==> config.mk <==
export PLATFORM = sky130hd
export DESIGN_NAME = imem_arbiter
export DESIGN_NICKNAME = d
export VERILOG_FILES = /design/src/rtl/imem_arb_pkg.sv /design/src/rtl/imem_arb_resp.sv /design/src/rtl/imem_arbiter.sv
export SDC_FILE = /design/constraint.sdc
export NUM_CORES = 1
export LEC_CHECK = 0
export CAP_MARGIN = 25
export CORE_MARGIN = 3
export CORE_UTILIZATION = 25
export DETAILED_ROUTE_END_ITERATION = 12
export GPL_ROUTABILITY_DRIVEN = 1
export SLEW_MARGIN = 20
export SYNTH_ARGS = -nofsm -noshare
export SYNTH_HDL_FRONTEND = slang
export SYNTH_SLANG_ARGS = --single-unit
==> constraint.sdc <==
create_clock -name clk -period 1.6 [get_ports clk]
set_input_delay 0.4 -clock clk [delete_from_list [all_inputs] [get_ports clk]]
set_output_delay 0.4 -clock clk [all_outputs]
set_load 0.01 [all_outputs]
==> src/rtl/imem_arb_pkg.sv <==
// Shared types and helpers for the instruction-memory arbiter.
package imem_arb_pkg;

    localparam int IMEM_AW = 6;

    typedef enum logic [1:0] {
        GNT_NONE  = 2'd0,
        GNT_FETCH = 2'd1,
        GNT_LOAD  = 2'd2
    } grant_t;

    // Byte address to imem word index; upper bits are dropped so fetches wrap at 256 bytes.
    function automatic logic [IMEM_AW-1:0] imem_word_addr(input logic [31:0] byte_addr);
        return byte_addr[7:2];
    endfunction

endpackage

==> src/rtl/imem_arb_resp.sv <==
// One-cycle response register for a single arbiter port.
module imem_arb_resp (
    input  logic        clk,
    input  logic        reset_n,
    input  logic        capture,
    input  logic [31:0] data_in,
    input  logic        err_in,
    output logic        valid,
    output logic [31:0] data,
    output logic        err
);

    always_ff @(posedge clk or negedge reset_n) begin
        if (!reset_n) begin
            valid <= 1'b0;
            data  <= '0;
            err   <= 1'b0;
        end else begin
            valid <= capture;
            if (capture) begin
                data <= data_in;
                err  <= err_in;
            end
        end
    end

endmodule

==> src/rtl/imem_arbiter.sv <==
// Arbitrates the single-port imem between fetch and loader, with loader priority
// bounded by a streak counter so a waiting fetch is always eventually granted.
module imem_arbiter
    import imem_arb_pkg::*;
#(
    parameter int MAX_STREAK = 4
) (
    input  logic                clk,
    input  logic                reset_n,
    input  logic                f_valid,
    output logic                f_ready,
    input  logic [31:0]         f_addr,
    output logic                f_resp_valid,
    output logic [31:0]         f_resp_data,
    output logic                f_resp_err,
    input  logic                l_valid,
    output logic                l_ready,
    input  logic                l_we,
    input  logic [IMEM_AW-1:0]  l_addr,
    input  logic [31:0]         l_wdata,
    output logic                l_resp_valid,
    output logic [31:0]         l_resp_data,
    output logic [IMEM_AW-1:0]  mem_addr,
    output logic                mem_we,
    output logic [31:0]         mem_wdata,
    input  logic [31:0]         mem_rdata
);

    localparam logic [3:0] STREAK_MAX = 4'(MAX_STREAK);

    grant_t     grant;
    logic [3:0] streak;
    logic       l_err;
    logic       unused_l_err;

    always_comb begin
        grant = GNT_NONE;
        if (f_valid && l_valid) begin
            grant = (streak == STREAK_MAX) ? GNT_FETCH : GNT_LOAD;
        end else if (f_valid) begin
            grant = GNT_FETCH;
        end else if (l_valid) begin
            grant = GNT_LOAD;
        end
    end

    assign f_ready = (grant == GNT_FETCH);
    assign l_ready = (grant == GNT_LOAD);

    always_comb begin
        mem_addr  = '0;
        mem_we    = 1'b0;
        mem_wdata = '0;
        case (grant)
            GNT_FETCH: mem_addr = imem_word_addr(f_addr);
            GNT_LOAD: begin
                mem_addr  = l_addr;
                mem_we    = l_we && reset_n;
                mem_wdata = l_wdata;
            end
            default: ;
        endcase
    end

    // Streak only counts loader wins while fetch is actually waiting.
    always_ff @(posedge clk or negedge reset_n) begin
        if (!reset_n) begin
            streak <= '0;
        end else if (!f_valid || grant == GNT_FETCH) begin
            streak <= '0;
        end else if (grant == GNT_LOAD && streak != STREAK_MAX) begin
            streak <= streak + 4'd1;
        end
    end

    imem_arb_resp u_f_resp (
        .clk     (clk),
        .reset_n (reset_n),
        .capture (f_ready),
        .data_in (mem_rdata),
        .err_in  (f_addr[1:0] != 2'b00),
        .valid   (f_resp_valid),
        .data    (f_resp_data),
        .err     (f_resp_err)
    );

    // Loader writes echo their own write data back.
    imem_arb_resp u_l_resp (
        .clk     (clk),
        .reset_n (reset_n),
        .capture (l_ready),
        .data_in (l_we ? l_wdata : mem_rdata),
        .err_in  (1'b0),
        .valid   (l_resp_valid),
        .data    (l_resp_data),
        .err     (l_err)
    );

    assign unused_l_err = l_err;

endmodule

Yosys cells after proc, flatten, opt, wreduce, memory -nomap -nowiden
Cells that the tools add are included.

Bits in registers: 71. Memory bits (writable): 0. Memory bits (read-only): 0. Memories: 0. Bits in latches: 0. Logic and storage cells: 28. Bits of input ports: 107.

Equality and inequality tests: 4. $mul: 0. $add $sub $neg: 1. Mux-type cells: 10. Bitwise operators: 0. Reductions and logical operators: 7. Shifts and indexed selects: 0. Divide/modulo/power cells: 0. Order comparisons: 0.

Operators by type and width (number): two-way mux 32 bit (2); case mux 6 bit (2 select lines) (1); two-way mux 2 bit (4); two-way mux 4 bit (2); adder 4 x 1 -> 4 bit, second input constant (1); == test 4 x 3 -> 1 bit, second input constant (1); inequality test 4 x 3 -> 1 bit, second input constant (1); nonzero test 2 bit (2); logical AND 1 bit (3); == test 2 x 1 -> 1 bit, second input constant (1); == test 2 bit, second input constant (1); zero test 1 bit (1); logical OR 1 bit (1); two-way mux 1 bit (1).

Logic depth before layout (Yosys ltp)
Gate-level depths: netlist of run 1.

Depth after elaboration: 7. Gate-level depth with buffers: 7. Gate-level depth less buffers: 5.

By module
Synthesis of run 1 repeated with hierarchy kept, for this count alone.

Cell total of the unflattened synthesis: 245. Area, all modules: 3731.1 um^2.

By module, submodules not included: imem_arb_resp (cells an instance 71, times used 2, seq. area each 850.8 um^2, area each 1406.3 um^2); imem_arbiter (cells an instance 103, times used 1, seq. area each 100.1 um^2, area each 918.4 um^2).

Worst setup path before layout of run 1
OpenSTA, ideal clock, no wires.

Path type: register to output. Start: register streak[0]. End: output port mem_addr[0]. Cell stages (with the launch flop): 8. Arrival: 1348 ps. Path slack: -148 ps. Required time: 1200 ps. Cell sequence: dfrtp_1 inv_1 ha_1 nand4b_2 and2_4 buf_6 buf_6 a22o_1.

Cells in the longest elaborated chain, start to end: 5. Elaborated cells on any way between the ends: 6.

RTL lines: start, declared (RTL line imem_arbiter.sv:32) `logic [3:0] streak;`; start signal, assigned (RTL line imem_arbiter.sv:72) `streak <= streak + 4'd1;`; == test 4 x 3 -> 1 bit * (RTL line imem_arbiter.sv:39) `grant = (streak == STREAK_MAX) ? GNT_FETCH : GNT_LOAD;`; two-way mux 2 bit * (RTL line imem_arbiter.sv:39); two-way mux 2 bit * (RTL line imem_arbiter.sv:38) `if (f_valid && l_valid) begin`; == test 2 bit or == test 2 x 1 -> 1 bit (tied branches) (RTL line imem_arbiter.sv:54) `case (grant)`; case mux 6 bit (2 select lines) * (RTL line imem_arbiter.sv:54); end, declared (RTL line imem_arbiter.sv:23) `output logic [IMEM_AW-1:0] mem_addr,`.

Every way passes the cells marked *; elsewhere a longest branch is shown, timed or not.

Final worst setup path of run 1
Start: register streak[0]. End: output port mem_addr[4].

The elaborated chain is that of the path after synthesis.

==> flow_summary.toml, run 1 <==
[outcome]
run_status = "complete, but fails checks"
failed_checks = "setup timing"

[place]
hpwlAfterDp_um = 8307
place_congestion = 0.7203
post-place-ws_ns = -0.9481
io_buffers = 190

[yosys]
post_synth_instance_area_um2 = 3338
synth_cell_type_count = 21
synth_commonest_cells = "dfrtp_1, a21oi_1, and3_1"
yosys.area.top_type_share = 0.5322
synth-seq-cells = 71
netlist_top_cells_area = "dfrtp_1, mux2i_1, mux2_2"
seq_area_frac_synth = 0.5322
post_synthesis_cells = 283
asyncSetResetFlopFracSynth = 1.000
avgSynthCellArea_um2 = 11.80
post-synth-top-count-cell = "dfrtp_1"
synthesis.nets = 392
ys.warnings.count = 0
synth_edf_count = 0
synth_top_flop_cell = "dfrtp_1"
synth_largest_area_cell = "dfrtp_1"

[sta]
fin_crit_sh = 1.373
tightestPinTransition_ns = 0.6323
hold_violations = 0
report.final.setup_viol = 94
finalMaxSlewViolations = 0
clock_period_minus_worst_slack_ns = 2.197
slew-limit-headroom = 0.5785
skew_ns = 0.007450
fmax_ghz = 0.4552
grt_setup_unrepaired = "true"
setup_ws_ns = -0.5966

[route]
drt_first_pass_iters = 4
totalWireLength_um = 12700
drc = 0
detail-route-antenna-nets = 0
routed-via-count = 3254
drtIter0Drc = 119
routed_via_density = 4.545
routedWlPerCell_um = 17.73

[die]
ioPinCount = 215
floorplan.die_area_um2 = 14780
initial_core_util = 0.2603
chipHeight_um = 121.6
die_width_um = 121.6
placement_rows = 41
core_region_area_um2 = 12820

[power_and_ir_drop]
power.density_cell_area_nw_per_um2 = 848.5
p_leak_nw = 3.152
ir_drop_v = 0.0005502

[final_layout]
total_of_fill_cells_in_the_finished_design = 1192
final_layout_size_suffix_gt1_frac = 0.4283
number_of_antenna_diodes = 0
design.final.nets = 648
finalCoreUtilization = 0.5232
area_growth_syn_to_layout_pct = 101.0

[global_routing]
grt_pass1_wl_um = 19930
globalRoute.totalOverflow = 0
grt_max_degree = 49
first_global_vias = 3636
antenna_found_initial = 0
grtUsageTotal = 0.1722

[setup_path]
crit_slowest_cell = "dfrtp_1"
critPathCaptureType = "output pin"
arrival_ns = 1.80
worst_path_dominant_cell_family = "buffers and inverters"
path_common_cell = "buf_6"
crit_path_max_incr_delay_ns = 0.40
crit_required_ns = 1.20
worstPathBufferInverterCount = 4
r2r_slack_ns = -0.37
critPathLaunchType = "flip-flop"
path_class = "reg2out"
crit_chain = "inv_2 -> ha_4 -> nand4b_4 -> buf_6 -> and2_4 -> buf_6 -> a22o_1 -> buf_2"
cp_max_fo = 5

[clock_network]
buffer_cell_driving_the_clock_tree_root = "clkbuf_16"
ctsHtreeMaxLevel = 3
clock_sink_count = 71
ctsLongestPathBuffers = 2
clock_insertion_delay_worst_skew_ns = 0.32
postCtsHoldBufs = 0
clk_pin_slew_ns = 0.06
tritoncts = "done"
cts_inserted_buffers = 9

[flow_run]
cap_viol_max_count = 0

[worst_hold_path]
timing.hold.worst.class = "in2async"
==> stage by stage <==
stage	hold slack [ns]	total power (W)	cells	setup TNS, ns	cell area, um^2
floorplan	0.1044	0.002658	283	-1.847	3405
global placement	0.4492	0.003617	673	-71.74	5744
detailed placement	0.4426	0.003637	673	-73.49	5744
CTS	0.08480	0.005718	714	-36.11	6536
global route	0.09340	0.005985	716	-40.32	6710
finish	0.07525	0.005694	716	-34.63	6710
==> cell usage in the layout (no fill, tap or decap), drive strengths merged <==
master,synthesis,routed
o21ai,1,1
bufinv,0,1
dfrtp,71,71
clkdlybuf4s50,0,78
nor2,1,1
a22o,6,6
inv,4,4
nand4b,1,1
mux2i,33,33
dlygate4sd2,0,68
and3,37,37
and2,1,1
mux2,32,32
ha,2,2
clkbuf,8,13
nand3,1,1
xnor2,1,1
buf,19,123
clkinv,0,3
clkinvlp,0,2
a21oi,64,64
xor2,1,1
==> sequential cells by signal, indices dropped and copies added (netlist names) <==
signal          count
streak              4
u_f_resp.data      32
u_f_resp.err        1
u_f_resp.valid      1
u_l_resp.data      32
u_l_resp.valid      1
==> routing by layer <==
layer,GRT usage,wire (um)
met1,0.2150,5408
met2,0.3009,6441
met3,0.04410,709
met4,0.03711,138
met5,0,0
==> layout make-up <==
cell class                      instances  area (um^2)  area share
Timing Repair Buffer                  272         2635      0.3927
Sequential cell                        71         1777      0.2648
Multi-Input combinational cell        181         1769      0.2637
Clock buffer                           10        239.0     0.03561
Tap cell                              172        215.2     0.03207
Clock inverter                          6        60.06    0.008950
Inverter                                4        15.01    0.002238
==> logic make-up (layout without fill, tap and decap cells) <==
logic type               count (synthesis)  in the layout  share of synthesized area
AO/OA/AOI/OAI                           71             71                     0.1143
XOR/XNOR                                 2              2                   0.005248
adder cells (fa/ha/maj)                  2              2                   0.007495
buffers and inverters                   31            292                    0.05472
flip-flops                              71             71                     0.5322
multiplexers                            65             65                     0.2069
AND/OR/NAND/NOR                         41             41                    0.07908
==> power by group <==
part	switching, W	internal [W]
clock	0.000776	0.00124
combinational	0.000635	0.000913
sequential	0.000117	0.00201
==> final timing paths <==
kind                                              start                             to  cells past startpoint
max                               streak[0]$_DFFE_PN0P_                    mem_addr[4]                      8
min                                             reset_n  u_l_resp.data[10]$_DFFE_PN0N_                      2
max reg2reg                       streak[0]$_DFFE_PN0P_  u_f_resp.data[23]$_DFFE_PN0N_                     10
min reg2reg                u_f_resp.data[9]$_DFFE_PN0N_   u_f_resp.data[9]$_DFFE_PN0N_                      1
max in group asynchronous                       reset_n  u_f_resp.data[22]$_DFFE_PN0N_                      3
min in group clk           u_f_resp.data[9]$_DFFE_PN0N_   u_f_resp.data[9]$_DFFE_PN0N_                      1
==> repair_timing <==
item,CTS,global route
endpoints found under the setup margin,163,112
pin swaps,14,6
gates cloned,6,3
hold endpoints to repair,0,0
setup buffers,20,6
gates resized for setup,347,43
No activity file was read; power rests on OpenSTA's default activity.
==> run 2: changes to the inputs <==
- ABC_AREA: default -> 1
- CORE_ASPECT_RATIO: default -> 1.1
==> run 2 against run 1 <==
  * The flow still finishes with violations (setup timing)
  * Non-clock buffer count stayed put
  * Largest power group unchanged
  * Largest cell class unchanged
  * Via count is 29% higher
  * Clock power hardly changed
  * Final cell count is 33% higher
  * Combinational power is 3% higher
  * Wire length is 15% higher
==> flow_summary.toml, run 2 <==
[sta]
fin_crit_sh = 1.340
slew-limit-headroom = 0.5947
hold_violations = 0
setup_ws_ns = -0.5445
whs_ns = 0.08834
setup_total_negative_slack_ns = -19.85
fmax_ghz = 0.4663
report.final.setup_viol = 67
grt_setup_unrepaired = "true"
tightestPinTransition_ns = 0.6080
clock_period_minus_worst_slack_ns = 2.144
skew_ns = 0.009313
finalMaxSlewViolations = 0

[clock_network]
clk_pin_slew_ns = 0.06
ctsHtreeMaxLevel = 3
clock_insertion_delay_worst_skew_ns = 0.33
clock_sink_count = 71
tritoncts = "done"
postCtsHoldBufs = 0
buffer_cell_driving_the_clock_tree_root = "clkbuf_16"
ctsLongestPathBuffers = 2
cts_inserted_buffers = 9

[power_and_ir_drop]
power.density_cell_area_nw_per_um2 = 799.0
p_leak_nw = 3.834
ir_drop_v = 0.0003698
netSwitchingPower_w = 0.001648
share_of_total_power_in_the_clock_network = 0.354
p_int_w = 0.004061
p_total_w = 0.005709
p_sw_frac = 0.2886
share_seq_of_total_power = 0.367
pwr-share-comb = 0.279

[route]
routed.top_layer = "met4"
routedWlPerCell_um = 15.31
totalWireLength_um = 14560
dr_wl_met3_um = 1050
drt_first_pass_iters = 4
routed_via_density = 4.412
routed-via-count = 4196
drtIter0Drc = 231
detail-route-antenna-nets = 0
met2WireLength_um = 7436
wl_met1_um = 5927
drc = 0

[setup_path]
r2r_start = "streak[1]$_DFFE_PN0P_"
arrival_ns = 1.74
cp_max_fo = 7
critPathLaunchType = "flip-flop"
r2r-end = "u_f_resp.data[2]$_DFFE_PN0N_"
timing.reg2reg.worst_path_depth = 12
crit_required_ns = 1.20
path_class = "reg2out"
critPathCaptureType = "output pin"
r2r_slack_ns = -0.08

[final_layout]
total_of_fill_cells_in_the_finished_design = 1362
largest_registers = "u_f_resp.data x32, u_l_resp.data x32, streak x4"
design.final.nets = 867
final_layout_size_suffix_gt1_frac = 0.2988
final_cell_mix = "nand2_1, clkdlybuf4s50_1, nand3_1"
sequential_cell_area_um2 = 1777
multi_input_area_um2 = 1822
area_growth_syn_to_layout_pct = 98.57
number_of_antenna_diodes = 0
mostFrequentLayoutCell = "nand2_1"

[die]
initial_core_util = 0.2577
floorplan.die_area_um2 = 15870
ioPinCount = 215
die_width_um = 120.4
chipHeight_um = 131.8
core_region_area_um2 = 13960
placement_rows = 45

[yosys]
synthesis.nets = 615
post_synth_instance_area_um2 = 3598
synth_top_flop_cell = "dfrtp_1"
synth_commonest_cells = "nand2_1, inv_1, nand3_1"
synth_cell_type_count = 15
synth_edf_count = 0
post-synth-top-count-cell = "nand2_1"
ys.warnings.count = 0
post_synthesis_cells = 506
synth-seq-cells = 71
asyncSetResetFlopFracSynth = 1.000
seq_area_frac_synth = 0.4937
netlist_top_cells_area = "dfrtp_1, nand2_1, nand3_1"
yosys.area.top_type_share = 0.4937
avgSynthCellArea_um2 = 7.112
synth_largest_area_cell = "dfrtp_1"

[global_routing]
first_global_vias = 4272
globalRoute.totalOverflow = 0
grt_pass1_wl_um = 22090
grtUsageTotal = 0.1732
antenna_found_initial = 0
grt_max_degree = 72

[place]
hpwlAfterDp_um = 9182
post-place-ws_ns = -1.058
place_congestion = 0.7631
io_buffers = 190

[worst_hold_path]
timing.hold.worst.class = "in2async"

[flow_run]
cap_viol_max_count = 0

[outcome]
run_status = "complete, but fails checks"
failed_checks = "setup timing"
## run 2: critical path: stages (launching register included)
cell     delay, ns
dfrtp_1       0.39
inv_2         0.08
ha_4          0.14
nand2_4       0.06
o21ai_4       0.17
buf_6         0.16
buf_12        0.15
buf_6         0.11
nor2_2        0.03
buf_2         0.13
## run 2: per-stage QoR
step / std cells / util / area, um^2
CTS: 941 / 0.4711 / 6579
detailed placement: 894 / 0.4315 / 6026
floorplan: 506 / - / 3714
global route: 951 / 0.5117 / 7146
finish: 951 / 0.5117 / 7146
global placement: 894 / 0.4315 / 6026
## run 2: worst max-delay path by stage
stage / end / slack [ns] / startpoint
2_1_floorplan: mem_wdata[30] / 0.0009 / streak[0]$_DFFE_PN0P_
3_3_place_gp: mem_addr[4] / -0.98 / f_valid
3_5_place_dp: mem_addr[2] / -1.06 / f_valid
4_1_cts: mem_addr[2] / -0.60 / streak[1]$_DFFE_PN0P_
5_1_grt: mem_addr[4] / -0.60 / streak[1]$_DFFE_PN0P_
6_report: mem_wdata[1] / -0.54 / streak[1]$_DFFE_PN0P_
## run 2: per-layer routing
layer  track usage  up-vias
met2        0.3103      136
met5             0        -
li1              -     2051
met4       0.05353        0
met1        0.2003     1998
met3       0.04592       11
## run 2: cell type report
class | count | share of cell area
Clock buffer | 10 | 0.03344
Clock inverter | 6 | 0.008405
Inverter | 73 | 0.03870
Multi-Input combinational cell | 331 | 0.2549
Sequential cell | 71 | 0.2486
Tap cell | 188 | 0.03292
Timing Repair Buffer | 272 | 0.3829
## run 2: power groups by stage
stage	clock (W)	sequential, W	combinational (W)
floorplan	0	0.00222	0.000427
detailed placement	0	0.00213	0.00148
finish	0.00202	0.00209	0.00159
global placement	0	0.00212	0.00146
CTS	0.00209	0.00209	0.00145
global route	0.00216	0.00212	0.00173
## run 2: logic make-up (layout without fill, tap and decap cells)
group / count (synthesis) / count (layout) / synth area share
simple gates: 292 / 292 / 0.3307
xor+xnor: 2 / 2 / 0.004869
flops: 71 / 71 / 0.4937
buf+inv: 105 / 361 / 0.1165
fa+ha+maj: 2 / 2 / 0.006953
compound gates: 34 / 35 / 0.04729
## run 2: what timing repair did
action                                  4_1_cts  5_1_grt
pin swaps                                     4        6
buffers inserted                             28       12
endpoints found under the setup margin      175      104
resized for setup                           247      137
cloned                                        6        3
==> run 3: changes to the inputs <==
- CORE_UTILIZATION: 25 -> 34
- PLACE_DENSITY: default -> 0.77
==> run 3 against run 2 <==
  * Global-route usage grew 4.9 points
  * Via count down 0.69%
  * Die area down 25%
  * Maximum frequency rose by 0.46%
  * Wire length shrank 6.2%
  * Critical path depth did not move
  * The flow still finishes with violations (setup timing)
  * Sequential power hardly changed
  * Critical path type unchanged
==> flow_summary.toml, run 3 (synthesis results as in run 2) <==
[final_layout]
final_layout_size_suffix_gt1_frac = 0.2312
final_cell_mix = "nand2_1, clkdlybuf4s50_1, dfrtp_1"
area_growth_syn_to_layout_pct = 84.18
number_of_antenna_diodes = 0
largest_registers = "u_f_resp.data x32, u_l_resp.data x32, streak x4"
mostFrequentLayoutCell = "nand2_1"
design.final.nets = 850
finalCoreUtilization = 0.6575

[route]
detail-route-antenna-nets = 0
routed-via-count = 4167
drtIter0Drc = 167
drt_first_pass_iters = 5
drc = 0
routed_via_density = 4.714
routedWlPerCell_um = 15.46
totalWireLength_um = 13660

[power_and_ir_drop]
p_leak_nw = 3.564
netSwitchingPower_w = 0.001476
power.density_cell_area_nw_per_um2 = 721.1
p_sw_frac = 0.3088
ir_drop_v = 0.0003489
p_int_w = 0.003303
share_seq_of_total_power = 0.439
pwr-share-comb = 0.314
share_of_total_power_in_the_clock_network = 0.247

[sta]
whs_ns = 0.2885
hold_violations = 0
fin_crit_sh = 1.334
clock_period_minus_worst_slack_ns = 2.135
slew-limit-headroom = 0.3866
setup_ws_ns = -0.5347
fmax_ghz = 0.4684
finalMaxSlewViolations = 0
skew_ns = 0.007511
grt_setup_unrepaired = "true"
tightestPinTransition_ns = 0.9201
report.final.setup_viol = 41

[flow_run]
cap_viol_max_count = 0

[setup_path]
crit_required_ns = 1.20
critPathCaptureType = "output pin"
arrival_ns = 1.73
critPathLaunchType = "flip-flop"
path_class = "reg2out"
crit_chain = "inv_2 -> ha_4 -> nand2_4 -> buf_6 -> o21ai_4 -> buf_6 -> nand2_2 -> nand2_1 -> buf_2"
crit_slowest_cell = "dfrtp_1"
crit_path_max_incr_delay_ns = 0.40
path_common_cell = "buf_6"
cp_max_fo = 4
r2r_slack_ns = 0.03

[die]
initial_core_util = 0.3570
ioPinCount = 215
floorplan.die_area_um2 = 11860
core_region_area_um2 = 10080
chipHeight_um = 113.9
placement_rows = 38
die_width_um = 104.1

[clock_network]
ctsLongestPathBuffers = 2
cts_inserted_buffers = 9
buffer_cell_driving_the_clock_tree_root = "clkbuf_8"
ctsHtreeMaxLevel = 3
clock_insertion_delay_worst_skew_ns = 0.35
clock_sink_count = 71
clk_pin_slew_ns = 0.07
tritoncts = "done"
postCtsHoldBufs = 0

[global_routing]
grt_max_degree = 72
globalRoute.totalOverflow = 0
first_global_vias = 4132
antenna_found_initial = 0
grtUsageTotal = 0.2227
grt_pass1_wl_um = 20900

[worst_hold_path]
timing.hold.worst.class = "in2async"

[outcome]
run_status = "complete, but fails checks"
failed_checks = "setup timing"

[place]
place_congestion = 0.7763
io_buffers = 190
hpwlAfterDp_um = 8609
==> run 3: cell types whose count changed in the layout (fill, tap and decap cells not counted), sizes merged <==
cell / before / now
dlymetal6s2s: 1 / 0
bufinv: 1 / 0
clkbuf: 19 / 15
buf: 116 / 106
clkinvlp: 2 / 0
dlygate4sd2: 67 / 68
bufbuf: 1 / 0
clkinv: 3 / 2
==> run 3: worst paths after layout <==
path,start,end,cells past startpoint
max,streak[1]$_DFFE_PN0P_,mem_addr[3],9
min,reset_n,u_f_resp.data[6]$_DFFE_PN0N_,2
max reg2reg,streak[1]$_DFFE_PN0P_,u_l_resp.data[14]$_DFFE_PN0N_,10
min reg2reg,u_l_resp.data[18]$_DFFE_PN0N_,u_l_resp.data[18]$_DFFE_PN0N_,2
max in group asynchronous,reset_n,u_f_resp.data[5]$_DFFE_PN0N_,2
min in group clk,u_l_resp.data[18]$_DFFE_PN0N_,u_l_resp.data[18]$_DFFE_PN0N_,2
==> run 3: layout make-up <==
type	count	area (um^2)
fill	892	3452
timing repair buffer	255	2511
sequential	71	1777
multi-input combinational	331	1743
inverter	73	276.5
tap	140	175.2
clock buffer	12	135.1
clock inverter	2	10.01
==> run 3: layer usage <==
| layer | track usage | wire length, um | up-vias |
|---|---|---|---|
| li1 | - | - | 2018 |
| met1 | 0.2566 | 5370 | 1960 |
| met2 | 0.4036 | 7151 | 166 |
| met3 | 0.05093 | 812 | 23 |
| met4 | 0.08511 | 329 | 0 |
| met5 | 0 | 0 | - |
==> run 3: critical path: cells and delay by family (launching register included) <==
kind | cells | cell delay, ns
AOI/OAI and AO/OA | 1 | 0.22
adders and majority gates | 1 | 0.13
buffers and inverters | 4 | 0.47
DFF | 1 | 0.40
and+or+nand+nor | 3 | 0.15
==> run 3: repair_timing <==
action                                  CTS  global route
pin swaps                                 9             6
endpoints found under the setup margin  177           110
cloned                                    7             2
buffers inserted                         24             9
hold endpoints to repair                  0             0
resized for setup                       271            96
==> run 3: power by group through the flow <==
stage | Combinational (W) | Clock, W | Sequential, W
after global routing | 0.00163 | 0.00128 | 0.00212
after floorplan | 0.000427 | 0 | 0.00222
after detailed placement | 0.00145 | 0 | 0.00213
after CTS | 0.00142 | 0.00122 | 0.00210
final | 0.00150 | 0.00118 | 0.00210
after global placement | 0.00143 | 0 | 0.00212
==> run 3: per-stage QoR <==
step | area (um^2) | std cells | total power, W | TNS, ns | worst slack, ns
final | 6628 | 884 | 0.004779 | -18.31 | -0.5347
after global routing | 6628 | 884 | 0.005034 | -20.08 | -0.5799
after CTS | 6295 | 886 | 0.004737 | -24.82 | -0.5976
after detailed placement | 5923 | 842 | 0.003589 | -62.14 | -0.9179
after global placement | 5923 | 842 | 0.003554 | -58.04 | -0.8799
after floorplan | 3714 | 506 | 0.002646 | 0 | 0.0008765
==> edit, RTL diff (flow settings as in run 1) <==
Register the output `f_resp_err`, cleared by the reset; this adds one clock of latency there. The other outputs are not delayed to match.
--- a/src/rtl/imem_arbiter.sv
+++ b/src/rtl/imem_arbiter.sv
@@ -28,4 +28,6 @@
 
     localparam logic [3:0] STREAK_MAX = 4'(MAX_STREAK);
+
+    logic f_resp_err_d;
 
     grant_t     grant;
@@ -82,5 +84,5 @@
         .valid   (f_resp_valid),
         .data    (f_resp_data),
-        .err     (f_resp_err)
+        .err     (f_resp_err_d)
     );
 
@@ -99,4 +101,12 @@
     assign unused_l_err = l_err;
 
+    always_ff @(posedge clk or negedge reset_n) begin
+        if (!reset_n) begin
+            f_resp_err <= '0;
+        end else begin
+            f_resp_err <= f_resp_err_d;
+        end
+    end
+
 endmodule
 
Behaviour: not the same (Yosys sat finds a counterexample within 4 cycles, from zero or initial values and one cycle with reset_n low).
==> edit against run 1 <==
  * The flow still finishes with violations (setup timing)
  * Wire length fell by 2.0%
  * Critical path depth unchanged
  * Worst setup slack improved by 27 ps
  * Maximum frequency rose by 1.3%
  * Design area shrank 4.7%
  * Total power shrank 1.2%
  * Sequential cell count increased by 1
  * Via count shrank 1.1%
  * Synthesized area is 0.52% lower
  * Critical path type unchanged
  * Critical endpoint is now mem_addr[0]
==> edit: results (changes against run 1) <==
{
  "seq_area_share": {"value": 28.2, "unit": "%", "change": "+1.7 points"},
  "final_critical_path_setup_slack": {"value": -569, "unit": "ps", "change": "+27.5 ps"},
  "final_design_area_no_fill": {"value": 0.00640, "unit": "mm2", "change": "-4.7%"},
  "via_count_of_the_first_global_routing_pass": {"value": 3374, "change": "-7.2%"},
  "n_clock_buffer": {"value": 13, "change": "+3"},
  "gr_met1_demand_resource": {"value": 20.8, "unit": "%", "change": "-0.66 points"},
  "dpl.hpwl": {"value": 8.02, "unit": "mm", "change": "-3.4%"},
  "ys_top_cells_by_area": "sky130_fd_sc_hd__dfrtp_1 (54%), sky130_fd_sc_hd__mux2i_1 (9.9%), sky130_fd_sc_hd__mux2_2 (9.8%)",
  "nNetsFinal": {"value": 631, "change": "-2.6%"},
  "met2RoutedLength": {"value": 6.14, "unit": "mm", "change": "-4.7%"},
  "failed_checks": "setup timing",
  "outcome": "complete, but fails checks",
  "gp_congestion": {"value": 0.741, "change": "+2.9%"},
  "worst_pin_slew": {"value": 623, "unit": "ps", "change": "-9.45 ps"},
  "multi_input_area_share": {"value": 26.5, "unit": "%", "change": "+0.12 points"},
  "peakVddDrop": {"value": 0.000499, "unit": "V", "change": "-9.2%"},
  "buf_share": {"value": 37.1, "unit": "%", "change": "-2.2 points"},
  "num-fill-cells": {"value": 1205, "change": "+1.1%"},
  "whs": {"value": 92.5, "unit": "ps", "change": "+17.2 ps"},
  "leakage": {"value": 3.04, "unit": "nW", "change": "-3.6%"},
  "clock_area_share": {"value": 4.69, "unit": "%", "change": "+0.24 points"},
  "synth.top_cells.by_count": "sky130_fd_sc_hd__dfrtp_1 (72), sky130_fd_sc_hd__a21oi_1 (64), sky130_fd_sc_hd__and3_1 (37)",
  "final_setup_viols": {"value": 90, "change": "-4.3%"},
  "placedInstanceArea": {"value": 0.00566, "unit": "mm2", "change": "-1.5%"},
  "worst_clock_skew": {"value": 6.19, "unit": "ps", "change": "-1.26 ps"},
  "worst_ep_arrival_time": {"value": 1770, "unit": "ps", "change": "-30 ps"},
  "critPathCapture": "mem_addr[0]",
  "buffers": {"value": 254, "change": "-6.6%"},
  "global_route.usage.met2": {"value": 28.1, "unit": "%", "change": "-2.0 points"},
  "synthesis.area_per_instance": {"value": 11.7, "unit": "um2", "change": "-0.88%"},
  "grt_usage": {"value": 16.7, "unit": "%", "change": "-0.51 points"},
  "detailroute.wirelength.met3": {"value": 909, "unit": "um", "change": "+28%"},
  "dp_slack": {"value": -980, "unit": "ps", "change": "-31.5 ps"},
  "reg2reg_to": "u_f_resp.data[8]",
  "synth.ff_latch_count": {"value": 72, "change": "+1.4%"}
}
edit: cell types whose count changed in the layout (fill, tap and decap cells not counted), sizes merged:
cell      change
buf          -17
clkbuf        +2
clkinv        -1
clkinvlp      -2
dfrtp         +1
edit: stage by stage:
step | TNS, ps | instances | power [W]
floorplan | -949 | 284 | 0.00267
global placement | -71500 | 663 | 0.00362
detailed placement | -77030 | 663 | 0.00364
CTS | -36070 | 697 | 0.00567
global route | -39850 | 699 | 0.00591
finish | -33230 | 699 | 0.00563
edit: repair_timing:
| item | 4_1_cts | 5_1_grt |
|---|---|---|
| pin swaps | 11 | 13 |
| cloned | 4 | 2 |
| setup buffers | 14 | 2 |
| hold buffers | 0 | 0 |
| gates resized for setup | 316 | 35 |
| setup endpoints to repair | 140 | 110 |
edit: cell families after synthesis:
group | after synthesis | synth area share (%)
buf+inv | 31 | 4.60
fa+ha+maj | 2 | 0.753
simple gates | 41 | 7.69
xor+xnor | 2 | 0.528
mux | 65 | 20.8
compound gates | 71 | 11.4
flops | 72 | 54.3
